**config.mk**
```make
export PLATFORM = sky130hd
export DESIGN_NAME = frame_sync_gen
export DESIGN_NICKNAME = d
export VERILOG_FILES = /design/src/rtl/frame_sync_gen.sv
export SDC_FILE = /design/constraint.sdc
export NUM_CORES = 1
export LEC_CHECK = 0
export ABC_CLOCK_PERIOD_IN_PS = 1900
export CORE_MARGIN = 8
export CORE_UTILIZATION = 49
export CTS_BUF_LIST = sky130_fd_sc_hd__clkbuf_8
export CTS_CLUSTER_SIZE = 30
export DETAILED_ROUTE_END_ITERATION = 8
export GPL_TIMING_DRIVEN = 0
export PLACE_DENSITY = 0.77
export SETUP_SLACK_MARGIN = 0.02
export SLEW_MARGIN = 10
export SYNTH_ARGS = -nofsm -noshare
export SYNTH_HDL_FRONTEND = slang
export SYNTH_SLANG_ARGS = --single-unit
```
**constraint.sdc**
```tcl
create_clock -name clk -period 1.9 [get_ports clk]
set_clock_uncertainty 0.1 [all_clocks]
set_input_delay 0.285 -clock clk [delete_from_list [all_inputs] [get_ports clk]]
set_output_delay 0.285 -clock clk [all_outputs]
set_load 0.02 [all_outputs]
```
**src/rtl/frame_sync_gen.sv**
```systemverilog
// frame_sync_gen: hunt/confirm/lock/flywheel frame synchroniser for a
// valid-qualified symbol stream. Tracks a multi-symbol sync word, keeps a
// frame-position counter and emits lock status plus a per-frame sync pulse.
// Optional macro SYNC_ERR_TOL_EN: check-beat header matching in CHECK, LOCK
// and HOLD tolerates up to MAX_BIT_ERR bit errors (acquisition stays exact).
module frame_sync_gen #(
   parameter int DATA_W = 8,
   parameter int HEAD_BYTES = 2,
   parameter logic [DATA_W*HEAD_BYTES-1:0] HEAD_PATTERN = 16'h471D,
   parameter int FRAME_LEN = 10,
   parameter int CONFIRM_CNT = 3,
   parameter int MISS_ALLOW = 3
`ifdef SYNC_ERR_TOL_EN
   ,
   parameter int MAX_BIT_ERR = 1
`endif
) (
   input  logic                         clk,
   input  logic                         rst,
   input  logic [DATA_W-1:0]            din,
   input  logic                         din_vld,
   output logic                         locked,
   output logic                         sync_pulse,
   output logic                         hdr_ok,
   output logic [$clog2(FRAME_LEN)-1:0] frame_pos,
   output logic [3:0]                   state
);

   localparam int WIN_W  = DATA_W * HEAD_BYTES;
   localparam int POS_W  = $clog2(FRAME_LEN);
   localparam int FILL_W = (HEAD_BYTES > 1) ? $clog2(HEAD_BYTES) : 1;
   localparam int CONF_W = $clog2(CONFIRM_CNT + 1);
   localparam int MISS_W = (MISS_ALLOW > 0) ? $clog2(MISS_ALLOW + 1) : 1;
   localparam int HIST_W = (HEAD_BYTES > 1) ? (HEAD_BYTES - 1) * DATA_W : DATA_W;

   typedef enum logic [3:0] {
      S_SEARCH = 4'b0001,
      S_CHECK  = 4'b0010,
      S_LOCK   = 4'b0100,
      S_HOLD   = 4'b1000
   } state_t;

   state_t             state_q, state_d;
   logic [POS_W-1:0]   pos_q, pos_d;
   logic [CONF_W-1:0]  conf_q, conf_d;
   logic [MISS_W-1:0]  miss_q, miss_d;
   logic [FILL_W-1:0]  fill_q, fill_d;
   logic [HIST_W-1:0]  hist_q, hist_d;
   logic               locked_q, locked_d;
   logic               sync_q, sync_d;
   logic               hdr_ok_q, hdr_ok_d;

   logic [WIN_W-1:0]   window;
   logic               fill_full;
   logic               exact_hit;
   logic               chk_hit;
   logic               check_beat;

`ifdef SYNC_ERR_TOL_EN
   // Number of set bits, used as the Hamming distance of window ^ pattern.
   function automatic int unsigned bit_errs(input logic [WIN_W-1:0] v);
      int unsigned n;
      n = 0;
      for (int i = 0; i < WIN_W; i++) n = n + 32'(v[i]);
      return n;
   endfunction
`endif

   generate
      if (HEAD_BYTES > 1) begin : g_hist
         // Window is the stored older symbols followed by the current one.
         always_comb window = {hist_q, din};
      end else begin : g_nohist
         // Single-symbol sync word: the window is just the current symbol.
         always_comb window = din;
      end
   endgenerate

   // Header match qualifiers and the frame-boundary check beat.
   always_comb begin
      fill_full  = (fill_q == FILL_W'(HEAD_BYTES - 1));
      exact_hit  = fill_full && (window == HEAD_PATTERN);
`ifdef SYNC_ERR_TOL_EN
      chk_hit    = fill_full && (bit_errs(window ^ HEAD_PATTERN) <= $unsigned(MAX_BIT_ERR));
`else
      chk_hit    = exact_hit;
`endif
      check_beat = (pos_q == POS_W'(FRAME_LEN - 1));
   end

   // Next-state logic: everything advances only on valid beats.
   always_comb begin
      state_d  = state_q;
      pos_d    = pos_q;
      conf_d   = conf_q;
      miss_d   = miss_q;
      fill_d   = fill_q;
      hist_d   = hist_q;
      sync_d   = 1'b0;
      hdr_ok_d = 1'b0;
      if (din_vld) begin
         hist_d = window[HIST_W-1:0];
         if (!fill_full) fill_d = fill_q + 1'b1;
         pos_d = check_beat ? '0 : pos_q + 1'b1;
         case (state_q)
            S_SEARCH: begin
               pos_d = '0;
               if (exact_hit) begin
                  state_d = S_CHECK;
                  conf_d  = '0;
               end
            end
            S_CHECK: begin
               if (check_beat) begin
                  if (chk_hit) begin
                     if (conf_q == CONF_W'(CONFIRM_CNT - 1)) begin
                        state_d  = S_LOCK;
                        conf_d   = '0;
                        sync_d   = 1'b1;
                        hdr_ok_d = 1'b1;
                     end else begin
                        conf_d = conf_q + 1'b1;
                     end
                  end else begin
                     state_d = S_SEARCH;
                  end
               end
            end
            S_LOCK: begin
               if (check_beat) begin
                  sync_d   = 1'b1;
                  hdr_ok_d = chk_hit;
                  if (!chk_hit) begin
                     if (MISS_ALLOW == 0) begin
                        state_d = S_SEARCH;
                     end else begin
                        state_d = S_HOLD;
                        miss_d  = MISS_W'(1);
                     end
                  end
               end
            end
            S_HOLD: begin
               if (check_beat) begin
                  sync_d   = 1'b1;
                  hdr_ok_d = chk_hit;
                  if (chk_hit) begin
                     state_d = S_LOCK;
                     miss_d  = '0;
                  end else if (miss_q == MISS_W'(MISS_ALLOW)) begin
                     state_d = S_SEARCH;
                     miss_d  = '0;
                  end else begin
                     miss_d = miss_q + 1'b1;
                  end
               end
            end
            default: begin
               state_d = S_SEARCH;
               pos_d   = '0;
            end
         endcase
      end
      locked_d = (state_d == S_LOCK) || (state_d == S_HOLD);
   end

   // State, counters, history and registered outputs; async reset clears all.
   always_ff @(posedge clk or posedge rst) begin
      if (rst) begin
         state_q  <= S_SEARCH;
         pos_q    <= '0;
         conf_q   <= '0;
         miss_q   <= '0;
         fill_q   <= '0;
         hist_q   <= '0;
         locked_q <= 1'b0;
         sync_q   <= 1'b0;
         hdr_ok_q <= 1'b0;
      end else begin
         state_q  <= state_d;
         pos_q    <= pos_d;
         conf_q   <= conf_d;
         miss_q   <= miss_d;
         fill_q   <= fill_d;
         hist_q   <= hist_d;
         locked_q <= locked_d;
         sync_q   <= sync_d;
         hdr_ok_q <= hdr_ok_d;
      end
   end

   assign locked     = locked_q;
   assign sync_pulse = sync_q;
   assign hdr_ok     = hdr_ok_q;
   assign frame_pos  = pos_q;
   assign state      = state_q;

endmodule

```
* Yosys cells after proc, flatten, opt, wreduce, memory -nomap -nowiden
Cells that the tools add are included.
Storage, ports and cells: flip-flop bits (word level) 24, bits in latches 0, bits in writable memories 0, bits in read-only memories 0, input bits 11, output and inout bits 11, word-level logic and storage cells 71, memories 0
Cells by class: add/subtract/negate cells 4, $mul 0, divide/modulo/power cells 0, order comparisons 0, eq/ne operators 16, shifts and indexed selects 0, mux-type cells 34, bitwise gates (word level) 0, reduce and logical (&&, ||, !) cells 8
Operators by type and width (count):
- $mux 4 | 12
- $mux 2 | 9
- $eq 16x15->1 const B | 1
- $pmux 4 s4 | 1
- $eq 4x4->1 const B | 3
- $ne 2x2->1 const B | 6
- $reduce_and 5->1 | 2
- $eq 4x3->1 const B | 2
- $mux 1 | 8
- $pmux 2 s2 | 2
- $add 2x1->2 const B | 2
- $add 4x1->4 const B | 1
- $eq 2x2->1 const B | 2
- $eq 4x1->1 const B | 1
- $eq 4x2->1 const B | 1
- $pmux 1 s2 | 2
- $reduce_bool 2->1 | 2
- $reduce_or 3->1 | 1
- $reduce_or 2->1 | 1
- $add 1x1->1 const B | 1
- $logic_and 1x1->1 | 1
- $logic_or 1x1->1 | 1

* Logic depth before layout (Yosys ltp)
word-level depth 8, gate-level depth with buffers 8, depth with buffers taken out 8

* Worst setup path after synthesis
OpenSTA, ideal clock, no wires.
path type flip-flop to flip-flop, from reg pos_q[0] (netlist: frame_pos[0]), to reg locked_q (netlist: locked), setup time 0.127 ns, data arrival time 1.680 ns, required time 1.673 ns, slack -0.007 ns, cell stages (with the launch flop) 7, path buffers 0, period minus slack after synthesis 1.907 ns, path through dfrtp_1 -> ha_1 -> nand3b_1 -> or4_1 -> a21oi_1 -> o22a_2 -> nor3_2
Between the ends: cells in the longest elaborated chain, start to end 6, elaborated cells between the ends (all ways) 9, those cells by class eq/ne: 3; mux: 5; reduce/logical: 1
RTL lines:
- from (decl) | RTL line 44 | logic [POS_W-1:0] pos_q, pos_d;
- from (signal assigned) | RTL line 181 | pos_q <= pos_d;
- $eq 4x4->1 (*) | RTL line 88 | check_beat = (pos_q == POS_W'(FRAME_LEN - 1));
- $mux 4 (on tied branches) | RTL line 144, 114, 130
- $pmux 4 s4 (*) | RTL line 105 | case (state_q)
- $mux 4 (*) | RTL line 101 | if (din_vld) begin
- named net state_d[0] | RTL line 43 | state_t state_q, state_d;
- $eq 4x3->1 or $eq 4x4->1 (tied branches) | RTL line 164 | locked_d = (state_d == S_LOCK) || (state_d == S_HOLD);
- $logic_or 1x1->1 (*) | RTL line 164
- named net locked_d | RTL line 49 | logic locked_q, locked_d;
- to (signal assigned) | RTL line 186 | locked_q <= locked_d;
- to (decl) | RTL line 49
Mark *: on every way through the listed nets, which the timed path passes. The rest lies on a longest branch. A chain may end at the register's enable or synchronous reset.

* Worst setup path after layout
from reg state_q[3] (netlist: state[3]), to reg locked_q (netlist: locked)
Between the ends: elaborated cells between the ends (all ways) 18, those cells by class eq/ne: 6; mux: 11; reduce/logical: 1
RTL lines:
- from (decl) | RTL line 43
- from (signal assigned) | RTL line 180 | state_q <= state_d;
- $eq 4x4->1 (tied with other cells) | RTL line 105
- $pmux 4 s4 (*) | RTL line 105
- $mux 4 (*) | RTL line 101
- named net state_d[0] | RTL line 43
- $eq 4x3->1 or $eq 4x4->1 (tied branches) | RTL line 164
- $logic_or 1x1->1 (*) | RTL line 164
- named net locked_d | RTL line 49
Marks and branches as above.

==> reports/summary.json <==
{
  "run_status": {
    "status": "complete, no violations"
  },
  "yosys": {
    "asyncSetResetFlopFracSynth_pct": 100,
    "post_synth_instance_area_mm2": 0.00136,
    "postSynthCellCount": 123,
    "postSynthNetCount": 137,
    "synth_enable_flop_cells": 0,
    "synth-warning-count": 0,
    "synth_largest_area_cell": "dfrtp_1",
    "synth.area.top_cells": "dfrtp_1 (42%), mux2_2 (7.5%), o21ai_0 (3.0%), ha_1 (2.8%), dfstp_2 (1.9%)",
    "synth_area_per_cell_um2": 11.0,
    "synthFlopType": "dfrtp_1",
    "sequential_cell_area_fraction_in_the_yosys_report_pct": 44.4,
    "synth.ff_latch_count": 24,
    "synthDominantCellAreaShare_pct": 42.4,
    "ys_types": 49
  },
  "cells_and_area": {
    "cell_area_after_layout_mm2": 0.00176,
    "post-route-util_pct": 65.7,
    "finish.cell_count_without_fillers": 187,
    "nets": 171,
    "final_layout_size_suffix_gt1_share_pct": 31.4,
    "antenna-diode-count": 0,
    "synthToLayoutAreaGrowth_pct": 30.1
  },
  "cts": {
    "clock_latency_ns": 0.26,
    "clock_sink_count": 24,
    "clock_tree.root_cell": "clkbuf_8",
    "clkTransAtPathRegs_ns": 0.08,
    "cts_buffers": 3,
    "ctsLongestPathBuffers": 2,
    "cts_tree": "yes",
    "h-tree-depth": 1
  },
  "pwr": {
    "leakage_nw": 0.718,
    "powerDensity_mw_per_mm2": 679,
    "ir_worst_vdd_mv": 0.655
  },
  "timing": {
    "grt_setup_unrepaired": "yes",
    "achievable-frequency_mhz": 530,
    "fin_ws_ns": 0.0130,
    "timing.setup.tns_ns": 0,
    "final_min_period_over_clock_period_pct": 99.3,
    "max_slew.worst_pin.slew_ns": 0.894,
    "drv_slew": 0,
    "final_critical_path_required_period_ns": 1.89,
    "setup_violations": 0,
    "max-slew-margin-rel_pct": 40.4,
    "hold_viol_final": 0
  },
  "critical_path": {
    "end_kind": "register",
    "critPathLaunch": "state[3]$_DFF_PP0_",
    "cp_max_fo": 9,
    "r2r_path_start": "state[3]$_DFF_PP0_",
    "timing.critical_path.required_ns": 1.95,
    "worstSetupStartpointType": "register",
    "timing.setup.critical_path_class": "reg2reg",
    "worst_r2r_path_depth": 7,
    "worst_ep_arrival_time_ns": 1.94
  },
  "floorplanning": {
    "dieWidth_um": 68.6,
    "effective_utilization_at_floorplan_pct": 50.5,
    "placementRows": 19,
    "placeableCoreArea_mm2": 0.00269,
    "chipHeight_um": 68.6,
    "ports_placed_on_the_boundary": 22,
    "dieArea_mm2": 0.00471
  },
  "route": {
    "antenna_violating_nets_post_route": 0,
    "routed_via_count_divided_by_cell_count": 5.78,
    "remaining_drc_errors": 0,
    "wl_per_cell_um": 15.5,
    "drt_iter0_markers": 26,
    "detailed_routing_iteration_count_for_the_pre_antenna_repair_pass": 4,
    "finalWirelength_um": 2900,
    "vias": 1081
  },
  "placement": {
    "dp_worst_setup_slack_ns": -0.335,
    "dp.cells": 175,
    "postPlaceCellArea_mm2": 0.00161,
    "gp_congestion": 0.957,
    "place.detailed.hpwl_um": 2050,
    "port-buffer-count": 21
  },
  "min_path": {
    "hold_path_start": "din[7]",
    "timing.hold.worst_path_depth": 2,
    "timing.hold.worst.class": "in2reg"
  },
  "global_routing": {
    "maximum_number_of_pins_on_one_net_before_global_route_repair": 25,
    "grt_total_ovfl": 0,
    "grt_usage_pct": 13.8,
    "first_global_vias": 1109,
    "grt_pass1_wl_um": 4990,
    "number_of_antenna_violations_at_the_first_check_in_global_routing": 0
  },
  "flow_run": {
    "timing.max_cap.violations": 0
  }
}
[cell families (layout without fill, tap and decap cells)]
group / Yosys count / after routing / share of synthesized area (%)
buffers and inverters: 9 / 42 / 3.87
xor gates and xnor gates: 2 / 2 / 1.29
AOI/OAI and AO/OA: 29 / 29 / 16.3
adders and majority gates: 3 / 3 / 2.77
muxes: 10 / 10 / 8.21
and+or+nand+nor: 46 / 46 / 23.2
DFF: 24 / 24 / 44.4
[layout by cell type, fill, tap and decap left out, types with 3 or more instances in the layout]
master / Yosys / final
nor2b_1: 4 / 3
buf_4: 1 / 8
o21ai_0: 8 / 8
nand2_1: 6 / 5
nor3_1: 4 / 3
dfrtp_2: 0 / 3
a21oi_1: 5 / 5
nand3_1: 3 / 3
nor2_1: 6 / 4
mux2_2: 9 / 9
clkbuf_8: 0 / 3
clkdlybuf4s50_1: 0 / 18
inv_1: 4 / 4
dfrtp_1: 23 / 20
ha_1: 3 / 3
[timing repair]
action	in CTS	in global routing
setup endpoints to repair	7	9
buffers inserted	5	3
hold buffers	0	0
resized for setup	8	5
pin swaps	7	5
[power by group]
| part | internal, mW | total (mW) | switching (mW) | leakage [nW] |
|---|---|---|---|---|
| Clock | 0.282 | 0.442 | 0.160 | 0.0357 |
| Sequential | 0.542 | 0.565 | 0.0228 | 0.303 |
| Combinational | 0.0973 | 0.191 | 0.0938 | 0.379 |
[path summary, 6_finish.rpt]
kind / slack [ns] / endpoint
min in group asynchronous: 0.41 / frame_pos[0]$_DFFE_PP0P_
max: 0.01 / locked$_DFF_PP0_
min reg2reg: 0.38 / fill_full$_DFFE_PP0P_
min: 0.32 / hist_q[7]$_DFFE_PP0P_
max in group asynchronous: 0.68 / state[1]$_DFF_PP0_
max reg2reg: 0.01 / locked$_DFF_PP0_
[metrics by stage]
step / total power, mW / hold slack [ns]
global placement: 0.764 / 0.350
global route: 1.25 / 0.332
finish: 1.20 / 0.319
CTS: 1.21 / 0.317
detailed placement: 0.768 / 0.365
floorplan: 0.702 / 0.199
[cell type report]
| cell class | instances | area, µm² |
|---|---|---|
| buffer | 5 | 38.8 |
| timing repair buffer | 29 | 268 |
| tap | 31 | 38.8 |
| clock inverter | 1 | 30.0 |
| sequential | 24 | 606 |
| clock buffer | 3 | 41.3 |
| fill | 228 | 922 |
| inverter | 4 | 15.0 |
| multi-input combinational | 90 | 727 |
[synth_stat cells (2+ instances only)]
cell and instances:
nor2_1 6, inv_1 4, a21oi_1 5, nor3b_1 2
nor2b_1 4, xnor2_1 2, o41ai_1 2, nand4b_1 2
buf_6 2, and4b_1 2, o22ai_1 2, nand3b_1 2
clkbuf_1 2, ha_1 3, dfrtp_1 23, nand3_1 3
nand2b_1 2, mux2_2 9, nor3_1 4, nand2_1 6
o21ai_0 8
[sequential cells by signal, summed over array words and instances (netlist names)]
signal and flops:
state 4, frame_pos 4, miss_q 2, conf_q 2, fill_full 1, hdr_ok 1, hist_q 8, sync_pulse 1
locked 1
[metal layers]
metal  wire, µm  global-route usage [%]  up-vias
li1           -                       -      520
met1       1240                    16.4      539
met2       1500                    22.8       15
met3         90                    2.91        7
met4         67                    7.67        0
met5          0                       0        -
[worst max-delay path, stage by stage (launching register included)]
cell and delay, ns:
dfrtp_1 0.40, buf_6 0.14, and2b_2 0.21, a21oi_1 0.04, or4_1 0.49, a21oi_1 0.16
o22a_2 0.18, nor3_2 0.05
Power figures use the tool's default switching activity.
